**src/rtl/data_memory_arbiter.sv**
```systemverilog
// Round-robin arbiter sharing one single-port data memory between
// a CPU load/store requester (0) and a debug/DMA loader (1).
module data_memory_arbiter #(
  parameter int ADDR_W = 32,
  parameter int DATA_W = 32,
  parameter int DEPTH  = 64
) (
  input  logic              clk,
  input  logic              reset,

  input  logic              p0_req,
  input  logic              p0_we,
  input  logic [ADDR_W-1:0] p0_addr,
  input  logic [DATA_W-1:0] p0_wdata,
  output logic              p0_ack,
  output logic              p0_err,
  output logic [DATA_W-1:0] p0_rdata,

  input  logic              p1_req,
  input  logic              p1_we,
  input  logic [ADDR_W-1:0] p1_addr,
  input  logic [DATA_W-1:0] p1_wdata,
  output logic              p1_ack,
  output logic              p1_err,
  output logic [DATA_W-1:0] p1_rdata,

  output logic              MemWrite,
  output logic [ADDR_W-1:0] Address,
  output logic [DATA_W-1:0] WriteData,
  input  logic [DATA_W-1:0] ReadData
);

  typedef enum logic {
    IDLE = 1'b0,
    BUSY = 1'b1
  } state_e;

  localparam logic [ADDR_W-3:0] DEPTH_L = (ADDR_W-2)'(DEPTH);

  state_e              state_q, state_d;
  logic                win_q, win_d;
  logic                last_q, last_d;
  logic                we_q, we_d;
  logic                oor_q, oor_d;
  logic [ADDR_W-1:0]   addr_q, addr_d;
  logic [DATA_W-1:0]   wdata_q, wdata_d;

  logic                g0, g1;
  logic                sel_we;
  logic [ADDR_W-1:0]   sel_addr;
  logic [DATA_W-1:0]   sel_wdata;
  logic                busy;

  // On a tie the requester that was not served last wins.
  assign g0 = p0_req & (~p1_req | last_q);
  assign g1 = p1_req & ~g0;

  assign sel_we    = g1 ? p1_we    : p0_we;
  assign sel_addr  = g1 ? p1_addr  : p0_addr;
  assign sel_wdata = g1 ? p1_wdata : p0_wdata;

  always_comb begin
    state_d = state_q;
    win_d   = win_q;
    last_d  = last_q;
    we_d    = we_q;
    oor_d   = oor_q;
    addr_d  = addr_q;
    wdata_d = wdata_q;
    unique case (state_q)
      IDLE: begin
        if (g0 | g1) begin
          state_d = BUSY;
          win_d   = g1;
          we_d    = sel_we;
          addr_d  = sel_addr;
          wdata_d = sel_wdata;
          oor_d   = sel_addr[ADDR_W-1:2] >= DEPTH_L;
        end
      end
      BUSY: begin
        state_d = IDLE;
        last_d  = win_q;
      end
      default: state_d = IDLE;
    endcase
  end

  always_ff @(posedge clk or posedge reset) begin
    if (reset) begin
      state_q <= IDLE;
      win_q   <= 1'b0;
      last_q  <= 1'b1;
      we_q    <= 1'b0;
      oor_q   <= 1'b0;
      addr_q  <= '0;
      wdata_q <= '0;
    end else begin
      state_q <= state_d;
      win_q   <= win_d;
      last_q  <= last_d;
      we_q    <= we_d;
      oor_q   <= oor_d;
      addr_q  <= addr_d;
      wdata_q <= wdata_d;
    end
  end

  // Memory side is driven straight from registered state.
  assign busy      = (state_q == BUSY);
  assign MemWrite  = busy & we_q & ~oor_q;
  assign Address   = addr_q;
  assign WriteData = wdata_q;

  assign p0_ack   = busy & ~win_q;
  assign p1_ack   = busy &  win_q;
  assign p0_err   = p0_ack & oor_q;
  assign p1_err   = p1_ack & oor_q;
  assign p0_rdata = (p0_ack & ~oor_q) ? ReadData : '0;
  assign p1_rdata = (p1_ack & ~oor_q) ? ReadData : '0;

endmodule

```
**config.mk**
```make
export PLATFORM = sky130hd
export DESIGN_NAME = data_memory_arbiter
export DESIGN_NICKNAME = d
export VERILOG_FILES = /design/src/rtl/data_memory_arbiter.sv
export SDC_FILE = /design/constraint.sdc
export NUM_CORES = 1
export LEC_CHECK = 0
export ABC_AREA = 1
export BUFFER_PORTS_ARGS = -buffer_cell sky130_fd_sc_hd__buf_2
export CAP_MARGIN = 20
export CORE_AREA = 2 2 116 118
export CTS_CLUSTER_DIAMETER = 30
export DETAILED_ROUTE_END_ITERATION = 16
export DIE_AREA = 0 0 118 120
export PLACE_DENSITY = 0.63
export SYNTH_ARGS = -nofsm -noshare
export SYNTH_HDL_FRONTEND = slang
export SYNTH_SLANG_ARGS = --single-unit
```
**constraint.sdc**
```tcl
create_clock -name clk -period 2.49 [get_ports clk]
set_input_delay 0.3735 -clock clk [delete_from_list [all_inputs] [get_ports clk]]
set_output_delay 0.3735 -clock clk [all_outputs]
set_load 0.02 [all_outputs]
```
Yosys cells after proc, flatten, opt, wreduce, memory -nomap -nowiden
Index checks and enable logic that the tools add are counted.
- reductions and logical operators: 1
- bitwise gates (word level): 17
- $lt $le $gt $ge: 1
- multiplexer cells: 7
- operators by type and width (kind ; count):
    two-way mux 32 bit ; 4
    >= comparator 30 x 7 -> 1 bit, second input constant ; 1
    bitwise AND 1 bit ; 10
    NOT 1 bit ; 5
    two-way mux 1 bit ; 2
    OR 1 bit ; 2
    case mux 1 bit (2 select lines) ; 1
    AND reduction 2 bit ; 1
- register bits: 69
- bits of input ports: 166

Depth between registers and ports, before layout
Gate-level depths: netlist (run 1).
- depth after elaboration: 8
- mapped depth: 11

Least setup slack after synthesis (run 1)
No wires, ideal clock.
- kind: reg2out
- start: register state_q, in the netlist busy
- end: output p0_rdata[10]
- arrival: 1.437 ns
- cell stages (with the launch flop): 6
- buffers on the path: 1
- slack: 0.679 ns
- cell sequence: dfrtp_1 inv_1 nor2_1 nand2_1 clkbuf_1 nor2_1
- cells in the longest elaborated chain, start to end: 3
- RTL lines (item ; line ; RTL):
    start, declared ; 40 ; state_e state_q, state_d;
    start signal, assigned ; 99 ; state_q <= state_d;
    bitwise AND 1 bit ; 115 ; assign p0_ack = busy & ~win_q;
    via p0_ack ; 15 ; output logic p0_ack,
    bitwise AND 1 bit ; 119 ; assign p0_rdata = (p0_ack & ~oor_q) ? ReadData : '0;
    two-way mux 32 bit ; 119 ;
    end, declared ; 17 ; output logic [DATA_W-1:0] p0_rdata,
The timed path passes the listed nets, and every way through them passes these cells.

Worst setup path after layout (run 1)
- start: register state_q, in the netlist busy
- end: output p0_rdata[0]
- cells in the longest elaborated chain, start to end: 3
- RTL lines (item ; line):
    bitwise AND 1 bit ; 115
    bitwise AND 1 bit ; 119
    two-way mux 32 bit ; 119
Every way passes these cells.

==> results of run 1 <==
## cell usage after synthesis
library cell	instances	area share [%]
o21a_1	1	0.20
a31oi_1	19	3.2
nand3_1	14	1.9
dfrtp_1	68	46
buf_1	1	0.10
buf_2	16	2.2
nor2_1	134	14
o22ai_1	1	0.17
nand2_4	1	0.30
dfstp_2	1	0.71
nand3b_1	4	0.81
nand2_2	1	0.17
buf_4	4	0.81
inv_1	48	4.9
nand2_1	114	12
o21ai_0	72	9.7
inv_2	1	0.10
clkbuf_1	13	1.3
o21ai_1	15	2.0
nor3_1	2	0.27
## metrics by stage
stage	cells	worst slack (ns)	utilization [%]
2_1_floorplan	530	0.378	-
3_3_place_gp	980	0.506	41.4
3_5_place_dp	980	0.491	41.4
4_1_cts	995	0.462	43.5
5_1_grt	995	0.328	43.5
6_report	996	0.503	43.5
## routing by layer
layer | GRT usage [%] | part of all wire (%)
met1 | 25.6 | 46
met2 | 29.1 | 46
met3 | 4.23 | 6.1
met4 | 9.04 | 2.6
met5 | 0 | 0
## power breakdown
group / switching, W / internal (W) / total [W]
clock: 0.000478 / 0.000698 / 0.00118
sequential: 0.000133 / 0.00137 / 0.00150
combinational: 0.000858 / 0.000456 / 0.00131
## sequential cells by signal, summed over array words and instances (netlist names)
register / count
Address: 32
win_q: 1
we_q: 1
last_q: 1
busy: 1
oor_q: 1
WriteData: 32
## logic make-up (layout without fill, tap and decap cells)
group | after synthesis | in the layout | synth area share, %
buffers and inverters | 83 | 372 | 9.36
DFF | 69 | 69 | 46.7
other | 0 | 1 | 0
and+or+nand+nor | 270 | 270 | 28.6
AOI/OAI and AO/OA | 108 | 108 | 15.3
## layout make-up
| cell class | instances | share of cell area, % |
|---|---|---|
| sequential | 69 | 30.6 |
| tap | 176 | 3.90 |
| clock inverter | 3 | 0.377 |
| timing repair buffer | 308 | 28.4 |
| multi-input combinational | 378 | 29.0 |
| antenna | 1 | 0.0443 |
| clock buffer | 12 | 4.37 |
| inverter | 49 | 3.28 |
## final timing paths
| path | startpoint | to |
|---|---|---|
| min in group clk | p1_addr[1] | Address[1] |
| worst max-delay path | busy | p0_rdata[0] |
| max in group asynchronous | reset | Address[30] |
| worst min-delay path | reset | WriteData[24] |
| worst max register to register | last_q | oor_q |
| worst min register to register | Address[26] | Address[26] |
==> flow_summary.json, run 1 <==
{
  "status": "complete, no violations",
  "syn_inst": 530,
  "cts-htree-levels": 3,
  "clock_path_buffers": 2,
  "fillers": 1410,
  "power.total_w": 0.00399,
  "core-area_um2": 13000,
  "final_area_um2": 5650,
  "first_pass_iters": 5,
  "cp.arrival_ns": 1.61,
  "io_buffer_count": 298,
  "clockRootBuffer": "clkbuf_16",
  "area_growth_pct": 52.5,
  "p_per_area_nw_per_um2": 707,
  "ioPinCount": 299,
  "worst_skew_pair.late_latency_ns": 0.33,
  "fin_tns_setup_ns": 0,
  "hp-class": "input port to async pin",
  "r2r_cells": 10,
  "ys_types": 20,
  "finClkSkew_ns": 0.00510,
  "slew_viol_final": 0,
  "worstMarginPinSlew_ns": 0.567,
  "grt_pass1_vias": 4167,
  "maxCapViolCount": 0,
  "ir_worst_vdd_uv": 294,
  "track_usage_pct": 19.0,
  "die_area_um2": 14200,
  "yosysWarnings": 0,
  "final_common_cell": "buf_2",
  "antenna_left": 0,
  "antenna_found_initial": 1,
  "numCtsBuffers": 9,
  "routedWlPerCell_um": 13.8,
  "critPathKind": "flop to output port",
  "path_clk_slew_ns": 0.06,
  "slew_headroom_pct": 62.2,
  "drc": 0,
  "crit_path_start_kind": "flop",
  "fin_crit_sh_pct": 79.8,
  "cts_tree": "done",
  "clock_sinks": 69,
  "fmax_mhz": 503,
  "cp.required_ns": 2.12,
  "finalCriticalPeriod_ns": 1.99,
  "dr.first_iter.drc_count": 205,
  "p_leak_nw": 3.29,
  "drive_gt1_share_pct": 40.0,
  "rsz0062_at_grt": "no",
  "grt_pass1_wl_um": 21200,
  "finalNetCount": 981,
  "vias": 4377,
  "finalSetupViolations": 0,
  "regArea_um2": 1730,
  "max_stage_delay_ns": 0.39,
  "drt-total-wl_um": 13800,
  "hold_violations": 0,
  "grt.overflow.total": 0,
  "die_h_um": 120,
  "timing.critical_path.cells": "inv_1 -> nor2_1 -> nand2_1 -> buf_4 -> nor2_1 -> buf_2",
  "synth_area_um2": 3700,
  "cts_setup_buffers": 0,
  "core.rowCount": 42,
  "hold_slack_ns": 0.0677,
  "cts_resized": 0,
  "critPathCaptureType": "output port",
  "start_util_pct": 28.5,
  "multi_input_area_um2": 1640,
  "die_w_um": 118,
  "path_buf_inv": 3,
  "placed_cell_area_um2": 5380,
  "ys_ff_latch": 69,
  "hpwl_um": 10500,
  "cts_hold_buf": 0,
  "cp_top_family": "buffers and inverters",
  "crit_path_top_delay_cell": "dfrtp_1",
  "worst-r2r-setup-slack_ns": 0.51,
  "place.gp.congestion": 0.836,
  "grt_start_max_net_pins": 56,
  "crit_top_cell": "nor2_1",
  "layout_common_cells": "buf_2, nor2_1, nand2_1",
  "via_per_inst": 4.39,
  "avgSynthCellArea_um2": 6.98,
  "critPathMaxFanout": 32,
  "syn_nets": 696,
  "yosysSeqAreaShare_pct": 46.7,
  "cp.depth": 6
}
Power figures use the tool's default switching activity.
==> run 2: changes to the inputs <==
clock period = 2 ns   (was 2.49 ns; I/O delays follow)
==> run 2 against run 1 <==
Effect of this change: sequential power is 25% higher; clock power is 36% higher; setup slack worse by 0.34 ns; global-route usage hardly changed; flip-flop and latch count stayed put; sequential share of layout area is 0.55 points lower; hold slack better by 0.15 ns; utilization is 0.80 points higher; final area is 1.8% higher; clock skew hardly changed; total power is 29% higher; register-to-register slack worse by 0.13 ns; largest cell class unchanged; highest routed layer unchanged.
==> flow_summary.json, run 2 (synthesized netlist as in run 1, its figures left out) <==
{
  "status": "complete, no violations",
  "grt_pass1_vias": 4110,
  "cp.required_ns": 1.70,
  "regArea_um2": 1730,
  "critPathCaptureType": "output port",
  "worstMarginPinSlew_ns": 0.366,
  "worst-r2r-setup-slack_ns": 0.38,
  "worst_skew_pair.late_latency_ns": 0.33,
  "hpwl_um": 10600,
  "core-area_um2": 13000,
  "finalSetupViolations": 0,
  "finalNetCount": 988,
  "area_growth_pct": 55.3,
  "die_h_um": 120,
  "grt_start_max_net_pins": 56,
  "fin_crit_sh_pct": 91.8,
  "place_ws_ns": 0.349,
  "placed_cell_area_um2": 5440,
  "fillers": 1392,
  "via_per_inst": 4.42,
  "min-delay-start": "p1_addr[3]",
  "hold_depth": 3,
  "hold_violations": 0,
  "die_w_um": 118,
  "r2r_start": "last_q",
  "hold_end": "Address[3]",
  "clock_path_buffers": 2,
  "ioPinCount": 299,
  "critPathMaxFanout": 32,
  "cts-htree-levels": 3,
  "clock_sinks": 69,
  "antenna_found_initial": 0,
  "cts_setup_buffers": 0,
  "multi_input_area_um2": 1640,
  "cts_tree": "done",
  "start_util_pct": 28.5,
  "first_pass_iters": 5,
  "crit_path_start_kind": "flop",
  "vias": 4433,
  "worstReg2RegEnd": "oor_q",
  "clockRootBuffer": "clkbuf_16",
  "finClkSkew_ns": 0.00559,
  "path_clk_slew_ns": 0.06,
  "antenna_left": 0,
  "slew_viol_final": 0,
  "numCtsBuffers": 9,
  "p_leak_nw": 3.34,
  "p_per_area_nw_per_um2": 894,
  "grt_pass1_wl_um": 21600,
  "diodes": 0,
  "layout_common_cells": "buf_2, nor2_1, nand2_1",
  "drc": 0,
  "die_area_um2": 14200,
  "r2r_cells": 10,
  "finalCriticalPeriod_ns": 1.84,
  "drive_gt1_share_pct": 40.7,
  "track_usage_pct": 19.0,
  "critPathKind": "flop to output port",
  "ir_worst_vdd_uv": 538,
  "final_common_cell": "buf_2",
  "routedWlPerCell_um": 13.9,
  "final_area_um2": 5750,
  "cp.arrival_ns": 1.54,
  "hp-class": "input port to flop",
  "core.rowCount": 42,
  "fin_ws_ns": 0.163,
  "grt.overflow.total": 0,
  "io_buffer_count": 298,
  "maxCapViolCount": 0,
  "rsz0062_at_grt": "no",
  "drt-total-wl_um": 13900,
  "place.gp.congestion": 0.830,
  "fmax_mhz": 544,
  "slew_headroom_pct": 75.5,
  "dr.first_iter.drc_count": 194,
  "fin_tns_setup_ns": 0
}
run 2: changes by cell type in the layout (fill, tap and decap cells not counted), sizes merged:
| cell | change |
|---|---|
| clkinvlp | +1 |
| inv | -1 |
| dlygate4sd3 | +1 |
| buf | +6 |
| bufinv | +1 |
| diode | -1 |
| clkbuf | -1 |
run 2: area by class of cell:
| cell class | count | area share (%) |
|---|---|---|
| flip-flops and latches | 69 | 30.1 |
| clock inverters | 4 | 0.827 |
| well taps | 176 | 3.83 |
| multi-input cells | 378 | 28.5 |
| inverters | 49 | 3.26 |
| repair buffers | 315 | 29.1 |
| clock buffers | 11 | 4.40 |
run 2: worst max-delay path by stage:
stage | cells after the start | endpoint | start | slack, ns
2_1_floorplan | 5 | p0_rdata[10] | busy | 0.26
3_3_place_gp | 10 | oor_q | last_q | 0.33
3_5_place_dp | 10 | oor_q | last_q | 0.35
4_1_cts | 6 | p0_rdata[7] | busy | 0.09
5_1_grt | 6 | p1_rdata[10] | win_q | 0.04
6_report | 6 | p1_rdata[10] | win_q | 0.16
run 2: layer usage:
layer	up-vias	share of wire [%]	global-route usage, %
li1	2251	-	-
met1	2000	46	26.0
met2	160	46	29.9
met3	22	5.5	4.28
met4	0	2.0	6.25
met5	-	0	0
run 2: what timing repair did:
item / 4_1_cts / 5_1_grt
endpoints found under the hold margin: 12 / 0
setup endpoints to repair: 0 / 16
hold buffers: 1 / 0
gates resized for setup: 0 / 1
run 2: where the power goes:
| part | internal [W] | total [W] | switching [W] |
|---|---|---|---|
| clock | 0.00102 | 0.00161 | 0.000590 |
| sequential | 0.00171 | 0.00187 | 0.000163 |
| combinational | 0.000590 | 0.00166 | 0.00107 |
run 2: per-stage QoR:
step | power [W] | utilization, % | std cells | hold slack (ns)
final | 0.00514 | 44.3 | 1002 | 0.216
after detailed placement | 0.00357 | 41.9 | 986 | 0.303
after global routing | 0.00547 | 44.3 | 1002 | 0.229
after floorplan | 0.00285 | - | 530 | 0.447
after CTS | 0.00521 | 44.3 | 1002 | 0.205
after global placement | 0.00356 | 41.9 | 986 | 0.304
run 2: worst max-delay path, cell delays in order (launching register included):
cell	delay [ns]
dfrtp_1	0.40
nand2_1	0.12
inv_1	0.06
nand2_1	0.05
buf_4	0.31
nor2_1	0.09
buf_2	0.17
